===== src/rtl/pipeline_hazard_controller.sv =====
// Stall/flush sequencer for a five-stage MIPS pipeline: load-use and HI/LO hazards,
// taken-branch flushes, HI/LO busy tracking and a saturating stall-cycle counter.
module pipeline_hazard_controller #(
    parameter int MUL_LATENCY = 4
) (
    input  logic        Clk,
    input  logic        Reset,
    input  logic [4:0]  ID_RSField,
    input  logic [4:0]  ID_RTField,
    input  logic        ID_UsesRS,
    input  logic        ID_UsesRT,
    input  logic        ID_HiLoOp,
    input  logic        IDEX_MemRead,
    input  logic [4:0]  IDEX_DestReg,
    input  logic        IDEX_HiLoStart,
    input  logic        MEM_PCSrc,
    output logic        PCWrite,
    output logic        IFIDWrite,
    output logic        IDEXBubble,
    output logic        IFIDFlush,
    output logic        IDEXFlush,
    output logic        EXMEMFlush,
    output logic [1:0]  State,
    output logic [3:0]  BusyCount,
    output logic [15:0] StallCycles
);

    typedef enum logic [1:0] {
        RUN        = 2'b00,
        LOAD_STALL = 2'b01,
        HILO_WAIT  = 2'b10
    } state_e;

    state_e      state_q, state_d;
    logic [3:0]  busy_q, busy_d;
    logic [15:0] stall_q, stall_d;

    logic load_use;
    logic hilo_conflict;

    // The cycle after a load-use stall always lets the same producer/consumer pair through.
    assign load_use = IDEX_MemRead && (IDEX_DestReg != 5'd0) && (state_q != LOAD_STALL) &&
                      ((ID_UsesRS && (ID_RSField == IDEX_DestReg)) ||
                       (ID_UsesRT && (ID_RTField == IDEX_DestReg)));

    assign hilo_conflict = ID_HiLoOp && ((busy_q != 4'd0) || IDEX_HiLoStart);

    always_comb begin
        // NOTE: every output and next-state gets a default first so no path infers a latch.
        PCWrite    = 1'b1;
        IFIDWrite  = 1'b1;
        IDEXBubble = 1'b0;
        IFIDFlush  = 1'b0;
        IDEXFlush  = 1'b0;
        EXMEMFlush = 1'b0;
        state_d    = RUN;

        if (Reset || MEM_PCSrc) begin
            IFIDFlush  = 1'b1;
            IDEXFlush  = 1'b1;
            EXMEMFlush = 1'b1;
        end else if (load_use || hilo_conflict) begin
            PCWrite    = 1'b0;
            IFIDWrite  = 1'b0;
            IDEXBubble = 1'b1;
            state_d    = load_use ? LOAD_STALL : HILO_WAIT;
        end
    end

    always_comb begin
        busy_d = busy_q;
        if (IDEX_HiLoStart && !MEM_PCSrc) begin
            busy_d = 4'(MUL_LATENCY - 1);
        end else if (busy_q != 4'd0) begin
            busy_d = busy_q - 4'd1;
        end

        stall_d = stall_q;
        if (!PCWrite && (stall_q != 16'hFFFF)) begin
            stall_d = stall_q + 16'd1;
        end
    end

    always_ff @(posedge Clk) begin
        // NOTE: sequential state is assigned with non-blocking <= so all registers update together.
        if (Reset) begin
            state_q <= RUN;
            busy_q  <= 4'd0;
            stall_q <= 16'd0;
        end else begin
            state_q <= state_d;
            busy_q  <= busy_d;
            stall_q <= stall_d;
        end
    end

    assign State       = state_q;
    assign BusyCount   = busy_q;
    assign StallCycles = stall_q;

endmodule


===== config.mk =====
export PLATFORM = sky130hd
export DESIGN_NAME = pipeline_hazard_controller
export DESIGN_NICKNAME = d
export VERILOG_FILES = /design/src/rtl/pipeline_hazard_controller.sv
export SDC_FILE = /design/constraint.sdc
export NUM_CORES = 1
export LEC_CHECK = 0
export ABC_AREA = 0
export CAP_MARGIN = 40
export CORE_MARGIN = 2
export CORE_UTILIZATION = 43
export DETAILED_ROUTE_END_ITERATION = 10
export PLACE_DENSITY = 0.79
export SLEW_MARGIN = 30
export SYNTH_ARGS = -nofsm -noshare
export SYNTH_HDL_FRONTEND = slang
export SYNTH_SLANG_ARGS = --single-unit

===== constraint.sdc =====
create_clock -name Clk -period 2.8 [get_ports Clk]
set_clock_uncertainty 0.2 [all_clocks]
set_input_delay 0.42 -clock Clk [delete_from_list [all_inputs] [get_ports Clk]]
set_output_delay 0.42 -clock Clk [all_outputs]
set_load 0.1 [all_outputs]

; Word level (Yosys, flattened, before mapping)
; Index checks and enable logic that the tools add are counted.
[totals]
ff_bits = 22
mem_bits_rw = 0
romBits = 0
memories = 0
latch_bits = 0
input_bits = 23
[op_classes]
n_lt_le_gt_ge = 0
add_sub_neg = 2
n_bitwise = 1
n_div = 0
eq_ne = 4
shifts = 0
mul = 0
n_reduce_logical = 19
mux = 8
[op_table]
columns = operator, count
row1 = $add A16 B1 Y16 const B, 1
row2 = $ne A16 B16 Y1 const B, 1
row3 = $eq A5 B5 Y1, 2
row4 = $logic_and A1 B1 Y1, 8
row5 = $mux W2, 3
row6 = $mux W1, 5
row7 = $reduce_bool A5 Y1, 1
row8 = $logic_or A1 B1 Y1, 4
row9 = $reduce_bool A4 Y1, 1
row10 = $sub A4 B1 Y4 const B, 1
row11 = $reduce_or A3 Y1, 1
row12 = $logic_not A1 Y1, 2
row13 = $ne A2 B1 Y1 const B, 1
row14 = $reduce_bool A2 Y1, 1
row15 = $reduce_or A2 Y1, 1
row16 = $not A1 Y1, 1

; Longest topological paths before layout
; Gate-level depths: netlist (run 1).
[depth]
word_depth = 9
mapped_depth = 10
ltp_nobuf = 8

; Least setup slack after synthesis (run 1)
; Ideal clock, no wire load.
[synth_timing]
path_kind = register to output
from = reg busy_q[0] (netlist: BusyCount[0])
to = out IDEXBubble
path_stages_with_launch = 7
setup_slack_ns = -2.114
required_ns = 2.180
arrival_ns = 4.294
path_cell_list = dfxtp_1 -> inv_1 -> ha_1 -> or3b_1 -> o211a_1 -> a21oi_1 -> inv_1
[synth_via]
elab_chain_len = 6
[synth_rtl]
columns = item, line_no
row1 = start: declaration, 35  ; logic [3:0] busy_q, busy_d;
row2 = start signal: assignment, 92  ; busy_q <= busy_d;
row3 = $reduce_bool A4 Y1, 46  ; assign hilo_conflict = ID_HiLoOp && ((busy_q != 4'd0) || IDEX_HiLoStart);
row4 = $logic_or A1 B1 Y1, 46
row5 = $logic_and A1 B1 Y1, 46
row6 = $logic_or A1 B1 Y1, 62  ; end else if (load_use || hilo_conflict) begin
row7 = $mux W1, 62
row8 = $mux W1, 58  ; if (Reset || MEM_PCSrc) begin
row9 = end: declaration, 19  ; output logic IDEXBubble,
; Every way passes these cells.

; Final worst setup path (run 1)
[layout_timing]
from = in IDEX_DestReg[1]
to = out IDEXBubble
[layout_via]
elab_chain_len = 7
word_cells_on_any_way = 12
classes_between = eq/ne (2) / mux (2) / reduce/logical (8)
[layout_rtl]
columns = item, line_no
row1 = start: declaration, 14  ; input logic [4:0] IDEX_DestReg,
row2 = $eq A5 B5 Y1 (tied with other cells), 43  ; ((ID_UsesRS && (ID_RSField == IDEX_DestReg)) ||
row3 = "$logic_and A1 B1 Y1, on equally long branches", "43, 42, 44"
row4 = $logic_or A1 B1 Y1 or $logic_and A1 B1 Y1 (tied branches), "43, 42"
row5 = $logic_and A1 B1 Y1 (*), 42  ; assign load_use = IDEX_MemRead && (IDEX_DestReg != 5'd0) && (state_q != LOAD_STALL) &&
row6 = $logic_or A1 B1 Y1 (*), 62
row7 = $mux W1 (*), 62
row8 = $mux W1 (*), 58
; Every way passes the cells marked *; elsewhere a longest branch is shown, timed or not.

==> results of run 1 <==
## registers in the layout, summed over array words and instances (netlist names)
name         count
StallCycles     16
BusyCount        4
State            2
## logic make-up (layout without fill, tap and decap cells)
logic type	Yosys count	in the layout	share of synthesized area (%)
buffers and inverters	17	78	7.69
adder cells (fa/ha/maj)	3	3	2.92
multiplexers	1	1	0.778
AND/OR/NAND/NOR	54	54	24.7
flip-flops	22	22	34.2
AO/OA/AOI/OAI	38	38	20.1
XOR/XNOR	14	14	9.53
## cell type report
cell class | instances | share of cell area, %
clock inverters | 1 | 0.187
well taps | 31 | 1.94
clock buffers | 3 | 1.12
inverters | 10 | 2.50
flip-flops and latches | 22 | 22.9
multi-input cells | 110 | 39.5
repair buffers | 64 | 31.9
## worst paths after layout
check                   from  depth (start not counted)               to
max reg2reg     BusyCount[1]                          9  StallCycles[11]
max          IDEX_DestReg[1]                          7       IDEXBubble
min           StallCycles[5]                          1   StallCycles[5]
min reg2reg   StallCycles[5]                          1   StallCycles[5]
## worst reg2reg max path, cell delays in order, from the launching register on
cell and delay, ps:
dfxtp_4 380, inv_4 40, ha_4 140, or3b_4 230
o211a_1 230, a21boi_1 270, a21oi_4 60, buf_12 160
or4_1 480, a21oi_1 140
## synthesized netlist by cell type (2+ instances only)
cell	count	area [um^2]
o311ai_1	2	17.5
dfxtp_1	22	440
nand3_1	5	25.0
nor4_1	2	12.5
nand4_1	5	31.3
clkbuf_1	2	7.51
and2_1	2	12.5
o31ai_1	4	30.0
nand2_1	9	33.8
ha_1	3	37.5
inv_1	10	37.5
buf_4	3	22.5
o41ai_1	2	17.5
a21oi_1	13	65.1
nand2b_1	2	12.5
or4_1	3	22.5
nor2_1	8	30.0
or3_1	10	62.6
o21ai_1	8	40.0
xnor2_1	13	114
## routing by layer
layer | vias up | part of all wire [%] | track usage (%)
met5 | - | 0 | 0
li1 | 660 | - | -
met1 | 622 | 42 | 26.1
met4 | 0 | 0.49 | 3.90
met2 | 19 | 54 | 37.6
met3 | 2 | 3.0 | 3.74
## where the power goes
group          switching [mW]  leakage (nW)  internal, mW
registers              0.0350         0.183         0.356
logic                   0.427         0.567         0.252
clock network          0.0937        0.0154        0.0519
total                   0.556         0.766         0.660
## timing repair
item | CTS | global route
setup buffers | 3 | 1
endpoints found under the hold margin | 0 | 0
resized for setup | 3 | 4
setup endpoints to repair | 3 | 3
pin swaps | 4 | 4
==> impl_metrics.toml, run 1 <==
[clock_tree]
htreeDepth = 1
cts-root-buf = "clkbuf_4"
clock_latency_ps = 300
cts_buffer_depth = 2
hold_buffers = 0
cts_made_buffers = 3
clk_pin_slew_worst_paths_ps = 120
tritoncts = "done"
cts_sinks = 22

[min_path]
hp-class = "flip-flop to flip-flop"

[critical_path]
critPathKind = "input pin to output pin"
crit_family = "simple AND/OR/NAND/NOR gates"
startpoint_type = "input pin"
worst_ep_arrival_time_ps = 2100
end_kind = "output pin"
crit_fanout = 3
slowest_delay_ps = 560
cp_slowest_cell = "or4_4"
critPathRequiredTime_ps = 2180
worstPathCellList = "dlygate4sd2_1 -> or4_4 -> o221ai_4 -> nor2_4 -> a21oi_4 -> clkinvlp_4 -> buf_12"
rrSetupSlack_ps = 410
worst-path-buf-inv = 3

[sta]
final_hold_viol_count = 0
slew_viol_final = 0
max_freq_ghz = 0.368
grt_setup_unrepaired = "no"
period_needed_ps = 2720
setup_slack_ps = 82.3
period_share_pct = 97.1
max-slew-margin-rel_pct = 71.1
finalSetupViolCount = 0
worst_pin_slew_ps = 433
fin_hold_ws_ps = 305
fin_tns_setup_ps = 0

[status]
violations = "design-rule violations"
status = "finished, violations left"

[placement]
placement.setup.worst_slack_ps = -136
port-buffer-count = 50
placed_cells = 234
dpl.hpwl_um = 2710
placed_area_um2 = 1930
gp_congestion = 0.807

[cells_and_area]
layout_common_cells = "buf_4 (34), clkdlybuf4s50_1 (18), xnor2_1 (13), dfxtp_1 (12), a21oi_1 (12)"
stdcell_area_um2 = 2000
diodes = 0
multiInputGateArea_um2 = 792
regArea_um2 = 458
syn2layout_area_growth_pct = 55.7
drive_gt1_share_pct = 32.9
layoutNonFillerInstCount = 241
utilization_pct = 71.4
final_common_cell = "buf_4"
nets = 237
fillers = 210

[yosys]
synth-edff-count = 0
syn_area_um2 = 1290
synthArstFlopShare_pct = 0
netlist-cell-type-count = 41
synth_ff_type = "dfxtp_1"
yosysWarnings = 0
yosysSeqAreaShare_pct = 34.2
synth_nets = 175
ys_ff_latch = 22
synthCells = 149
synth.avg_cell_area_um2 = 8.63

[floorplan]
ioPinCount = 51
core_um2 = 2810
initial_core_util_pct = 45.9
num_rows = 19
die_w_um = 58.7
fp.dieArea_um2 = 3440
die_h_um = 58.7

[routing]
avgViaCountPerCell = 5.41
drt.antenna.violating_nets = 0
num_vias = 1303
post-route-drc-count = 2
first_pass_iters = 7
wire_per_inst_um = 14.3
drt-total-wl_um = 3440
drtIter0Drc = 28

[global_routing]
grt_max_degree = 29
grt_pass1_wl_um = 5640
grt_pass1_vias = 1273
grt_usage_pct = 20.8
antenna_found_initial = 0
overflow = 0

[power]
vdd_ir_drop_max_v = 0.000305
p_leak_nw = 0.766
total_power_mw = 1.22
p_per_area_nw_per_um2 = 607

[job]
max-cap-violations = 0
Note: power is estimated with default switching activity, not from simulation.
==> run 2: changes to the inputs <==
Settings changed: CORE_ASPECT_RATIO set to 0.75.
==> run 2 against run 1 <==
The flow now finishes without violations. Core utilization decreased by 1.3 points. Global-route usage increased by 1.8 points. Via count grew 1.5%. Non-clock buffer count decreased by 1. Die area grew 0.14%.
==> impl_metrics.toml, run 2 (same netlist as run 1, synthesis figures left out) <==
[routing]
first_pass_iters = 4
drt.antenna.violating_nets = 0
drtIter0Drc = 46
num_vias = 1323
avgViaCountPerCell = 5.36
post-route-drc-count = 0
drt-total-wl_um = 3570
wire_per_inst_um = 14.5

[clock_tree]
tritoncts = "done"
clock_latency_ps = 270
cts_made_buffers = 3
cts_buffer_depth = 2
cts-root-buf = "clkbuf_8"
cts_sinks = 22
clk_pin_slew_worst_paths_ps = 90
htreeDepth = 1
hold_buffers = 0

[cells_and_area]
final_common_cell = "buf_4"
nets = 236
diodes = 0
layoutNonFillerInstCount = 247
largest_reg_flops = 16
syn2layout_area_growth_pct = 57.8
drive_gt1_share_pct = 33.0
layout_common_cells = "buf_4 (34), clkdlybuf4s50_1 (19), xnor2_1 (13), dfxtp_1 (12), a21oi_1 (12)"
fillers = 241

[critical_path]
crit_fanout = 3
end_kind = "output pin"
crit_start = "IDEX_DestReg[4]"
worst_ep_arrival_time_ps = 2120
startpoint_type = "input pin"
critPathKind = "input pin to output pin"
rrSetupSlack_ps = 390
critPathRequiredTime_ps = 2180
worstReg2RegStart = "BusyCount[0]"

[sta]
final_hold_viol_count = 0
period_share_pct = 97.7
slew_viol_final = 0
worst_pin_slew_ps = 414
setup_slack_ps = 64.0
max-slew-margin-rel_pct = 72.3
finalSetupViolCount = 0
fin_hold_ws_ps = 290
grt_setup_unrepaired = "no"
max_freq_ghz = 0.365
period_needed_ps = 2740

[power]
p_per_area_nw_per_um2 = 665
p_switching_mw = 0.572
vdd_ir_drop_max_v = 0.000343
swShare_pct = 42.4
p_int_mw = 0.777
p_leak_nw = 0.764
power.clock.fraction_pct = 22.5
power_frac_comb_pct = 48.1
sequentialPowerShare_pct = 29.4

[global_routing]
grt_max_degree = 19
grt_pass1_vias = 1221
grt_pass1_wl_um = 5750
grt_usage_pct = 22.7
antenna_found_initial = 0
overflow = 0

[floorplan]
core_um2 = 2890
ioPinCount = 51
die_w_um = 67.2
initial_core_util_pct = 44.5
num_rows = 17
fp.dieArea_um2 = 3450
die_h_um = 51.4

[job]
max-cap-violations = 0

[status]
status = "complete, no violations"

[placement]
placed_cells = 243
port-buffer-count = 50
dpl.hpwl_um = 2850
placement.setup.worst_slack_ps = -29.1
gp_congestion = 0.746

[min_path]
hp-class = "flip-flop to flip-flop"
hold_start = "StallCycles[5]"
-- run 2: changes by cell type in the layout (fill, tap and decap cells not counted) --
| cell | change |
|---|---|
| clkbuf_4 | -3 |
| clkbuf_8 | +3 |
| buf_12 | -1 |
| bufinv_16 | +1 |
| clkdlybuf4s50_1 | +1 |
| clkinv_1 | -1 |
| dlymetal6s2s_1 | -1 |
| nor2_2 | +1 |
| nor2_4 | -1 |
-- run 2: timing repair --
item,CTS,global route
setup endpoints to repair,3,3
pin swaps,4,3
cloned,0,0
setup buffers,0,0
gates resized for setup,4,1
-- run 2: layer usage --
metal / GRT usage (%) / up-vias / share of wire [%]
met2: 36.5 / 29 / 48
met1: 29.8 / 630 / 46
met3: 5.51 / 4 / 4.3
met4: 7.14 / 0 / 1.2
li1: - / 660 / -
met5: 0 / - / 0
-- run 2: power by group through the flow --
stage | clock network [mW] | registers [mW] | logic [mW]
2_1_floorplan | 0 | 0.619 | 0.263
3_3_place_gp | 0 | 0.400 | 0.628
3_5_place_dp | 0 | 0.404 | 0.652
4_1_cts | 0.304 | 0.397 | 0.655
5_1_grt | 0.319 | 0.402 | 0.691
6_report | 0.304 | 0.396 | 0.649
-- run 2: path summary, 6_finish.rpt --
kind                    endpoint  cells after the start
setup / recovery      IDEXBubble                      7
hold / removal    StallCycles[5]                      1
setup reg to reg  StallCycles[1]                      9
hold reg to reg   StallCycles[5]                      1
-- run 2: per-stage QoR --
step           cell area, um^2  setup TNS [ps]  util, %  power [mW]
3_5_place_dp              1940           -56.8     67.2        1.06
3_3_place_gp              1940               0     67.2        1.03
6_report                  2030               0     70.2        1.35
2_1_floorplan             1340            -598        -       0.882
4_1_cts                   2030               0     70.1        1.36
5_1_grt                   2030               0     70.2        1.41
-- run 2: critical path, cell delays in order --
cell             delay, ps
clkdlybuf4s50_1        440
or4_4                  450
o221ai_4               190
nor2_2                  80
a21oi_4                210
clkinvlp_4             150
buf_12                 180
-- run 2: area by class of cell --
| cell class | instances | area (um^2) | area share, % |
|---|---|---|---|
| timing repair buffer | 63 | 616 | 30.3 |
| clock buffer | 3 | 41.3 | 2.03 |
| tap | 38 | 47.5 | 2.34 |
| multi-input combinational | 110 | 787 | 38.8 |
| inverter | 10 | 50.0 | 2.47 |
| clock inverter | 1 | 30.0 | 1.48 |
| sequential | 22 | 458 | 22.6 |
